===== src/rtl/bcd_conv_arbiter.sv =====
// Time-shared 16-bit binary-to-BCD converter (shift-and-add-3, one bit per clock)
// serving two requesters through a round-robin arbiter.
module bcd_conv_arbiter #(
    parameter int WIDTH  = 16,
    parameter int DIGITS = 5
) (
    input  logic                  clk,
    input  logic                  rst,
    input  logic                  req0,
    input  logic [WIDTH-1:0]      data0,
    input  logic                  req1,
    input  logic [WIDTH-1:0]      data1,
    output logic                  gnt0,
    output logic                  gnt1,
    output logic                  busy,
    output logic [4*DIGITS-1:0]   bcd_out,
    output logic                  valid0,
    output logic                  valid1,
    output logic                  owner
);
    localparam int BW = 4 * DIGITS;
    localparam int RW = BW + WIDTH;
    localparam int CW = $clog2(WIDTH + 1);

    typedef enum logic {IDLE, SHIFT} state_t;

    state_t          state, state_nx;
    logic [RW-1:0]   work;
    logic [RW-1:0]   adj;
    logic [CW-1:0]   cnt;
    logic            last_grant;
    logic            pick;
    logic            accept;
    logic            last_iter;

    // Digit corrections are taken from the pre-shift value; no carry crosses a digit.
    genvar d;
    generate
        for (d = 0; d < DIGITS; d++) begin : g_digit
            assign adj[WIDTH+4*d +: 4] = (work[WIDTH+4*d +: 4] >= 4'd5) ?
                                         work[WIDTH+4*d +: 4] + 4'd3 :
                                         work[WIDTH+4*d +: 4];
        end
    endgenerate
    assign adj[WIDTH-1:0] = work[WIDTH-1:0];

    assign pick      = (req0 && req1) ? ~last_grant : req1;
    assign accept    = (state == IDLE) && (req0 || req1);
    assign last_iter = (cnt == CW'(WIDTH - 1));
    assign busy      = (state == SHIFT);

    always_comb begin
        state_nx = state;
        case (state)
            IDLE:    if (accept) state_nx = SHIFT;
            SHIFT:   if (last_iter) state_nx = IDLE;
            default: state_nx = IDLE;
        endcase
    end

    always_ff @(posedge clk) begin
        if (rst) begin
            state      <= IDLE;
            work       <= '0;
            cnt        <= '0;
            last_grant <= 1'b1;
            owner      <= 1'b0;
            gnt0       <= 1'b0;
            gnt1       <= 1'b0;
            valid0     <= 1'b0;
            valid1     <= 1'b0;
            bcd_out    <= '0;
        end else begin
            state  <= state_nx;
            gnt0   <= 1'b0;
            gnt1   <= 1'b0;
            valid0 <= 1'b0;
            valid1 <= 1'b0;
            if (accept) begin
                work       <= {{BW{1'b0}}, (pick ? data1 : data0)};
                owner      <= pick;
                last_grant <= pick;
                gnt0       <= ~pick;
                gnt1       <= pick;
                cnt        <= '0;
            end else if (state == SHIFT) begin
                work <= {adj[RW-2:0], 1'b0};
                cnt  <= cnt + 1'b1;
                // Upper digits of the post-shift register are the result.
                if (last_iter) begin
                    bcd_out <= adj[RW-2 -: BW];
                    valid0  <= ~owner;
                    valid1  <= owner;
                end
            end
        end
    end
endmodule


===== config.mk =====
export PLATFORM = sky130hd
export DESIGN_NAME = bcd_conv_arbiter
export DESIGN_NICKNAME = d
export VERILOG_FILES = /design/src/rtl/bcd_conv_arbiter.sv
export SDC_FILE = /design/constraint.sdc
export NUM_CORES = 1
export LEC_CHECK = 0
export ABC_AREA = 1
export CORE_MARGIN = 1.5
export CORE_UTILIZATION = 40
export DETAILED_ROUTE_END_ITERATION = 10
export PLACE_DENSITY = 0.65
export SYNTH_ARGS = -nofsm -noshare
export SYNTH_HDL_FRONTEND = slang
export SYNTH_SLANG_ARGS = --single-unit

===== constraint.sdc =====
create_clock -name clk -period 1.96 [get_ports clk]
set_input_delay 0.392 -clock clk [delete_from_list [all_inputs] [get_ports clk]]
set_output_delay 0.392 -clock clk [all_outputs]
set_load 0.01 [all_outputs]

==> summary.md, run 1 <==
| Metric | Value |
|---|---|
| Outcome | finished clean |
| Distinct cells, synth | 23 |
| Highest metal used | met4 |
| Clock Pin Slew Worst Setup and Hold Paths | 0.08 ns |
| Initial Utilization | 41.4% |
| DRT iter0 DRCs | 113 |
| Via density | 4.71 |
| CTS tree | yes |
| Worst VDD drop | 0.286 mV |
| Maximum Capacitance Violations | 0 |
| CP Class | flop to primary output |
| Layout area overhead | 28.7% |
| Worst Path Arrival | 1.32 ns |
| Clock Path Buffers | 2 |
| Post-route DRC violation count | 0 |
| Root buffer cell | clkbuf_8 |
| Detailed Place HPWL | 5540 um |
| CORE AREA | 0.00826 mm^2 |
| Top-level port count | 62 |
| Largest net degree at the start of global routing | 26 |
| Post-synth net total | 551 |
| Most area-consuming cells after synthesis | dfxtp_1, nand2_1, inv_1 |
| Reg2reg path depth | 10 |
| Post-synthesis cell area | 0.00342 mm^2 |
| Metal3 WL | 302 um |
| Die width | 95.4 um |
| Max incr delay on CP | 0.57 ns |
| Final #Nets | 617 |
| GP Congestion | 0.834 |
| CP max FO | 5 |
| Resized cells post-CTS | 0 |
| Cells along the critical path | clkdlybuf4s50_1 |
| Register area | 0.00136 mm^2 |
| Worst skew pair latency | 0.35 ns |
| Met2 routed WL | 3460 um |
| Vias in the first global route | 3008 |
| Synth Register Bits | 68 |
| Crit share post-route | 87.6% |
| Min-Delay Path Class | flop to flop |
| DIE HEIGHT | 95.4 um |
| First-pass GRT wire length | 13000 um |
| Total track usage | 18.3% |
| Synth area leader | dfxtp_1 |
| Critical path endpoint category | primary output |
| Mapped Avg Cell Area | 6.80 um^2 |
| Buf/Inv on CP | 1 |
| # hold bufs at CTS | 0 |
| Slowest CP cell | clkdlybuf4s50_1 |
| Worst endpoint required time | 1.57 ns |
| Vias | 3195 |
| Area taken by multi-input logic gates | 0.00166 mm^2 |
| Synth Instances | 503 |
| Drt wl/cell | 11.2 um |
| Hold path depth | 2 |
| Worst Tran Pin Value | 0.599 ns |
| Setup TNS | 0 ns |
| FMAX | 0.583 GHz |
| Power density over the cells | 735 mW/mm^2 |
| Tmin final | 1.72 ns |
| Startpoint Class | flop |
| Num rows | 33 |
| Share of the synthesized area in the top cell type | 39.8% |
| Met1 WL | 3710 um |
| Pleak | 2.05 nW |
| Max-slew violation count | 0 |
| Worst clock skew | 0.00920 ns |
| Drt first pass iters | 5 |
| Final hold viol count | 0 |
| Post-CTS Setup Bufs | 0 |
| WL final | 7640 um |
| Stages on worst setup path | 1 |
| Final Core Density | 53.3% |
| Slew headroom | 60.0% |
| # clock sinks | 68 |
| Port bufs | 61 |
| ANT nets after route | 0 |
| Crit path max-delay family | buffers and inverters |
| FILL cells | 835 |
| Initial antenna violation count | 0 |
| CTS buffer count | 9 |
| Final setup viols | 0 |
| GRT overflow | 0 |
| Share of layout cells above drive strength 1 | 6.27% |
| Yosys Warn Count | 0 |
| Part of the Yosys area used for sequential elements | 39.8% |
| Depth of the CTS H-tree | 3 |
| RSZ-0062 raised after global routing | false |
| Antenna diodes | 0 |
| Die area | 0.00911 mm^2 |
[cells in the final DEF (no fill, tap or decap)]
cell / instances
o21ai_2: 1
a21oi_1: 43
o22ai_1: 1
nand3b_1: 16
dfxtp_1: 68
buf_12: 1
nor2_4: 1
inv_1: 79
xnor2_1: 1
buf_4: 13
clkinvlp_4: 3
ha_1: 12
nand2_1: 151
o21ai_0: 26
clkdlybuf4s50_1: 61
nand2_2: 2
clkbuf_8: 10
or2_2: 1
nand3_1: 47
nor2_1: 20
a22o_1: 1
nor2_8: 1
nand4_1: 10
clkinv_2: 1
xor2_1: 2
bufinv_16: 2
[flip-flops by register name (all words and copies together), names as in the netlist]
signal,count
work,36
bcd_out,20
last_grant,1
valid0,1
owner,1
gnt1,1
cnt,5
gnt0,1
valid1,1
busy,1
[metal layers]
metal / vias up / track usage (%)
met5: - / 0
met4: 0 / 8.33
met3: 14 / 3.67
met2: 73 / 30.9
met1: 1385 / 22.2
li1: 1723 / -
[synth_stat cells (all sizes together)]
cell / number
nand2: 153
inv: 79
dfxtp: 68
nand3: 47
a21oi: 43
o21ai: 27
nor2: 22
nand3b: 16
buf: 15
ha: 12
nand4: 10
clkbuf: 5
xor2: 2
a22o: 1
o22ai: 1
or2: 1
xnor2: 1
[path summary, 6_finish.rpt]
path	start	end	slack (ns)
worst max-delay path	busy	busy	0.24
worst min-delay path	bcd_out[10]	bcd_out[10]	0.45
worst max register to register	cnt[0]	bcd_out[11]	0.33
worst min register to register	bcd_out[10]	bcd_out[10]	0.45
[through the flow]
| stage | total power, mW | cells | setup slack (ns) | cell area [um^2] | hold WS, ns |
|---|---|---|---|---|---|
| 3_5_place_dp | 1.96 | 663 | 0.0118 | 4170 | 0.439 |
| 2_1_floorplan | 1.79 | 503 | 0.484 | 3420 | 0.439 |
| 4_1_cts | 3.27 | 679 | 0.226 | 4400 | 0.453 |
| 6_report | 3.23 | 679 | 0.243 | 4400 | 0.453 |
| 3_3_place_gp | 1.95 | 663 | 0.0650 | 4170 | 0.436 |
| 5_1_grt | 3.38 | 679 | 0.147 | 4400 | 0.473 |
[report_power, final]
| group | internal [mW] | total [mW] | switching, mW |
|---|---|---|---|
| clock | 0.748 | 1.31 | 0.561 |
| combinational | 0.201 | 0.450 | 0.248 |
| sequential | 1.44 | 1.47 | 0.0367 |
| total | 2.39 | 3.23 | 0.846 |
[logic make-up (layout without fill, tap and decap cells)]
logic type                 after synthesis  count (layout)  share of synthesized area, %
AOI/OAI and AO/OA                       72              72                          10.8
and+or+nand+nor                        249             249                          32.5
DFF                                     68              68                          39.8
buffers and inverters                   99             170                          11.7
xor gates and xnor gates                 3               3                         0.769
adders and majority gates               12              12                          4.39
[layout make-up]
cell class	count	share of cell area, %
Timing Repair Buffer	75	16.6
Clock inverter	6	1.99
Inverter	79	6.74
Sequential cell	68	31.0
Multi-Input combinational cell	336	37.6
Clock buffer	10	3.13
Tap cell	105	2.99
Note: power is estimated with default switching activity, not from simulation.
==> run 2, diff against run 1 <==
--- a/config.mk
+++ b/config.mk
@@ -6,7 +6,7 @@
 export NUM_CORES = 1
 export LEC_CHECK = 0
 export ABC_AREA = 1
-export CORE_MARGIN = 1.5
+export CORE_MARGIN = 2
 export CORE_UTILIZATION = 40
 export DETAILED_ROUTE_END_ITERATION = 10
 export PLACE_DENSITY = 0.65
==> constraint.sdc (replaced) <==
create_clock -name clk -period 1.7 [get_ports clk]
set_input_delay 0.34 -clock clk [delete_from_list [all_inputs] [get_ports clk]]
set_output_delay 0.34 -clock clk [all_outputs]
set_load 0.01 [all_outputs]
==> run 2 against run 1 <==
Compared with the run above: cell count increased by 1.2%; utilization increased by 1.1 points; sequential cell count unchanged; design area increased by 2.0%; sequential power increased by 16%; die area increased by 2.1%.
==> summary.md, run 2 (synthesized netlist as in run 1, its figures left out) <==
| Metric | Value |
|---|---|
| Outcome | finished clean |
| GP Congestion | 0.882 |
| Vias in the first global route | 3084 |
| ANT nets after route | 0 |
| Hold Path End | bcd_out[8] |
| Met2 routed WL | 3850 um |
| Pre-CTS WS | -0.0676 ns |
| Crit path max-delay family | buffers and inverters |
| Highest metal used | met4 |
| Metal3 WL | 386 um |
| # clock sinks | 68 |
| Buf/Inv on CP | 1 |
| Top-level port count | 62 |
| Antenna diodes | 0 |
| Final setup viols | 0 |
| Register-to-Register Setup Slack | 0.17 ns |
| Layout Cells excl Fill | 687 |
| Largest regs | work x36, bcd_out x20, cnt x5 |
| CTS buffer count | 9 |
| Final worst slack | 0.106 ns |
| Final Core Density | 54.3% |
| DIE HEIGHT | 96.4 um |
| Biggest register | work |
| Power density over the cells | 836 mW/mm^2 |
| Slowest CP cell | clkdlybuf4s50_1 |
| Depth of the CTS H-tree | 3 |
| WHS | 0.452 ns |
| Cells along the critical path | clkdlybuf4s50_1 |
| Die width | 96.4 um |
| Worst skew pair latency | 0.35 ns |
| Layout area overhead | 31.3% |
| Port bufs | 61 |
| Num rows | 33 |
| Root buffer cell | clkbuf_8 |
| Worst VDD drop | 0.372 mV |
| Critical path launch point | owner |
| Die area | 0.00930 mm^2 |
| Max-slew violation count | 0 |
| Worst endpoint required time | 1.36 ns |
| Critical path endpoint category | primary output |
| Hold path start | bcd_out[8] |
| Hold path depth | 2 |
| Startpoint Class | flop |
| FMAX | 0.627 GHz |
| Worst clock skew | 0.0106 ns |
| CP max FO | 3 |
| # hold bufs at CTS | 0 |
| CP Class | flop to primary output |
| Cells after DPL | 671 |
| Via density | 4.79 |
| Worst Path Arrival | 1.25 ns |
| Slew headroom | 69.7% |
| Initial Utilization | 41.4% |
| Reg2reg path depth | 10 |
| First-pass GRT wire length | 13100 um |
| Vias | 3292 |
| Most frequent cells in the layout | nand2_1, inv_1, dfxtp_1, clkdlybuf4s50_1, nand3_1 |
| Met1 WL | 3620 um |
| Max incr delay on CP | 0.55 ns |
| Largest net degree at the start of global routing | 27 |
| Critical R2R Launch | cnt[0] |
| Tmin final | 1.59 ns |
| RR Endpoint | bcd_out[15] |
| Worst Tran Pin Value | 0.453 ns |
| FILL cells | 793 |
| Total track usage | 18.3% |
| CTS tree | yes |
| Drt wl/cell | 11.6 um |
| Max FFs per register | 36 |
| Final hold viol count | 0 |
| Detailed Place HPWL | 5800 um |
| Crit share post-route | 93.8% |
| Pleak | 2.11 nW |
| RSZ-0062 raised after global routing | false |
| Min-Delay Path Class | flop to flop |
| WL final | 7960 um |
| CORE AREA | 0.00826 mm^2 |
| Drt first pass iters | 4 |
| Clock Pin Slew Worst Setup and Hold Paths | 0.08 ns |
| Most common cell after layout, fill and taps aside | nand2_1 |
| Share of layout cells above drive strength 1 | 8.08% |
| Initial antenna violation count | 0 |
| Post-route DRC violation count | 0 |
| Final #Nets | 625 |
| Maximum Capacitance Violations | 0 |
| DRT iter0 DRCs | 85 |
| GRT overflow | 0 |
| Clock Path Buffers | 2 |
-- run 2: cell count changes in the layout (fill, tap and decap cells not counted), sizes merged --
cell      change
clkinvlp      -3
clkinv        +3
buf           +8
-- run 2: report_power, final --
part	switching (mW)	internal [mW]	leakage (nW)
logic	0.296	0.252	1.44
registers	0.0402	1.66	0.554
clock network	0.642	0.866	0.116
total	0.978	2.78	2.11
-- run 2: timing repair --
item | in CTS | in global routing
resized for setup | 0 | 3
buffers inserted | 0 | 0
endpoints found under the setup margin | 0 | 10
-- run 2: area by class of cell --
| cell class | instances | area (um^2) | area share [%] |
|---|---|---|---|
| clock buffer | 10 | 138 | 3.07 |
| tap | 105 | 131 | 2.93 |
| inverter | 79 | 297 | 6.61 |
| multi-input combinational | 336 | 1660 | 36.9 |
| clock inverter | 6 | 87.6 | 1.95 |
| sequential | 68 | 1360 | 30.4 |
| timing repair buffer | 83 | 813 | 18.1 |
-- run 2: metrics by stage --
stage                     power [mW]  TNS [ns]  area (um^2)
after floorplan                 2.06         0         3420
after global placement          2.27    -0.150         4260
after detailed placement        2.28    -0.857         4260
after CTS                       3.79         0         4480
after global routing            3.93         0         4490
final                           3.75         0         4490
-- run 2: worst max-delay path by stage --
| stage | end | slack, ns | depth (start not counted) |
|---|---|---|---|
| floorplan | bcd_out[10] | 0.22 | 9 |
| finish | owner | 0.11 | 1 |
| CTS | busy | 0.05 | 1 |
| detailed placement | work[8] | -0.07 | 6 |
| global route | bcd_out[9] | 0.03 | 10 |
| global placement | work[14] | -0.03 | 6 |
-- run 2: metal layers --
metal  vias up  global-route usage [%]
li1       1738                       -
met1      1465                    20.7
met2        80                    32.9
met3         9                    4.73
met4         0                    6.81
met5         -                       0
==> run 3, diff against run 2 <==
--- a/config.mk
+++ b/config.mk
@@ -6,10 +6,10 @@
 export NUM_CORES = 1
 export LEC_CHECK = 0
 export ABC_AREA = 1
-export CORE_MARGIN = 2
 export CORE_UTILIZATION = 40
 export DETAILED_ROUTE_END_ITERATION = 10
-export PLACE_DENSITY = 0.65
+export PLACE_DENSITY = 0.67
+export SKIP_CTS_REPAIR_TIMING = 1
 export SYNTH_ARGS = -nofsm -noshare
 export SYNTH_HDL_FRONTEND = slang
 export SYNTH_SLANG_ARGS = --single-unit
==> constraint.sdc (replaced) <==
create_clock -name clk -period 1.3 [get_ports clk]
set_input_delay 0.26 -clock clk [delete_from_list [all_inputs] [get_ports clk]]
set_output_delay 0.26 -clock clk [all_outputs]
set_load 0.01 [all_outputs]
==> run 3 against run 2 <==
Compared with the run above: critical path depth grew 9; the run now ends with negative setup slack left; sequential cell count is the same; clock power grew 29%; combinational power grew 42%; clock skew is essentially flat.
==> summary.md, run 3 (synthesized netlist as in run 1, its figures left out) <==
| Metric | Value |
|---|---|
| Psw | 1.29 mW |
| Total track usage | 19.6% |
| Setup TNS | -1.76 ns |
| Post-route DRC violation count | 0 |
| WL final | 8180 um |
| Placed Area | 0.00436 mm^2 |
| First-pass GRT wire length | 13800 um |
| Via density | 4.87 |
| Clock Path Buffers | 2 |
| Met1 WL | 3570 um |
| Most common cell after layout, fill and taps aside | nand2_1 |
| Max FFs per register | 36 |
| Worst clock skew | 0.0102 ns |
| Max-slew violation count | 0 |
| Num rows | 33 |
| Power density over the cells | 1020 mW/mm^2 |
| Failing checks | negative setup slack |
| Worst VDD drop | 0.472 mV |
| Antenna diodes | 0 |
| CP max FO | 7 |
| Final setup viols | 23 |
| DRT iter0 DRCs | 101 |
| Root buffer cell | clkbuf_8 |
| Worst skew pair latency | 0.35 ns |
| Die area | 0.00892 mm^2 |
| Detailed Place HPWL | 5950 um |
| Worst Tran Pin Value | 0.356 ns |
| Cells along the critical path | ha_4 > nand2_2 > nor2_1 > ha_2 > nand2_4 > nand2_4 > inv_6 > clkbuf_16 > nand2_1 > nand2_1 |
| Drt wl/cell | 11.7 um |
| Largest net degree at the start of global routing | 19 |
| Drt first pass iters | 5 |
| Highest metal used | met4 |
| Pint | 3.66 mW |
| Top-level port count | 62 |
| Clock power frac | 39.4% |
| CTS buffer count | 9 |
| Final #Nets | 640 |
| Port bufs | 61 |
| Share of layout cells above drive strength 1 | 18.9% |
| Final worst slack | -0.101 ns |
| Vias in the first global route | 3245 |
| Slew headroom | 76.2% |
| RSZ-0062 raised after global routing | true |
| Die width | 94.4 um |
| Critical path endpoint category | flop |
| Depth of the CTS H-tree | 3 |
| Initial antenna violation count | 0 |
| Flop pwr share | 44.9% |
| Pleak | 2.74 nW |
| GRT overflow | 0 |
| CTS tree | yes |
| Biggest register | work |
| Tmin final | 1.40 ns |
| Layout Cells excl Fill | 702 |
| Met2 routed WL | 4010 um |
| FMAX | 0.714 GHz |
| ANT nets after route | 0 |
| Outcome | complete, but fails checks |
| Startpoint Class | flop |
| Most frequent cells in the layout | nand2_1, inv_1, dfxtp_1, nand3_1, a21oi_1 |
| Metal3 WL | 413 um |
| Vias | 3420 |
| DIE HEIGHT | 94.4 um |
| Final hold viol count | 0 |
| Design area | 0.00485 mm^2 |
| Slowest CP cell | dfxtp_2 |
| Final Power | 4.95 mW |
| CORE AREA | 0.00826 mm^2 |
| Final Core Density | 58.7% |
| Comb power frac | 15.7% |
| Net Sw Frac | 26.1% |
| GP Congestion | 0.885 |
| Worst Path Arrival | 1.65 ns |
| CP Class | flop to flop |
| Worst endpoint required time | 1.55 ns |
| Max incr delay on CP | 0.35 ns |
| Maximum Capacitance Violations | 0 |
| Crit share post-route | 108% |
| Clock Pin Slew Worst Setup and Hold Paths | 0.08 ns |
| Initial Utilization | 41.4% |
| FILL cells | 800 |
| Layout area overhead | 41.8% |
| Cells after DPL | 684 |
| Largest regs | work x36, bcd_out x20, cnt x5 |
| Min-Delay Path Class | input port to flop |
| # clock sinks | 68 |
[run 3: cell types whose count changed in the layout (fill, tap and decap cells not counted), moves of 4 or more]
cell,previous run,this run
o21ai_0,26,16
dfxtp_1,67,60
buf_4,19,30
nand2_2,2,33
clkdlybuf4s50_1,61,32
o21ai_1,0,10
nand2_1,151,118
dlymetal6s2s_1,0,29
dfxtp_2,1,7
buf_6,0,4
inv_1,78,74
[run 3: power groups by stage]
stage | clock, mW | sequential (mW) | combinational (mW)
after floorplan | 0 | 2.26 | 0.443
after global placement | 0 | 2.27 | 0.721
after detailed placement | 0 | 2.27 | 0.738
after CTS | 2.00 | 2.22 | 0.742
after global routing | 2.10 | 2.24 | 0.873
final | 1.95 | 2.22 | 0.779
[run 3: layout make-up]
| type | count | area (um^2) | area share (%) |
|---|---|---|---|
| multi-input cells | 336 | 1790 | 37.0 |
| clock inverters | 6 | 87.6 | 1.81 |
| well taps | 105 | 131 | 2.71 |
| flip-flops and latches | 68 | 1370 | 28.3 |
| repair buffers | 98 | 1020 | 21.0 |
| clock buffers | 10 | 138 | 2.84 |
| inverters | 79 | 304 | 6.27 |
[run 3: metrics by stage]
stage          hold slack, ns  setup WS (ns)
2_1_floorplan           0.329        -0.0228
3_3_place_gp            0.430         -0.313
3_5_place_dp            0.440         -0.374
4_1_cts                 0.455         -0.346
5_1_grt                 0.425         -0.188
6_report                0.417         -0.101
[run 3: path summary, 6_finish.rpt]
kind                                  from          end  cells past startpoint  slack (ns)
worst max-delay path                cnt[1]  bcd_out[16]                     10       -0.10
worst min-delay path                   rst      work[5]                      3        0.42
worst max register to register      cnt[1]  bcd_out[16]                     10       -0.10
worst min register to register  bcd_out[8]   bcd_out[8]                      2        0.45
[run 3: critical path, delay by kind of cell, from the launching register on]
family	cells	cell delay, ns
simple gates	6	0.40
flops	1	0.35
fa+ha+maj	2	0.34
buf+inv	2	0.21
[run 3: per-layer routing]
layer / up-vias / GRT usage, %
li1: 1775 / -
met1: 1541 / 22.4
met2: 86 / 35.3
met3: 18 / 3.78
met4: 0 / 8.59
met5: - / 0
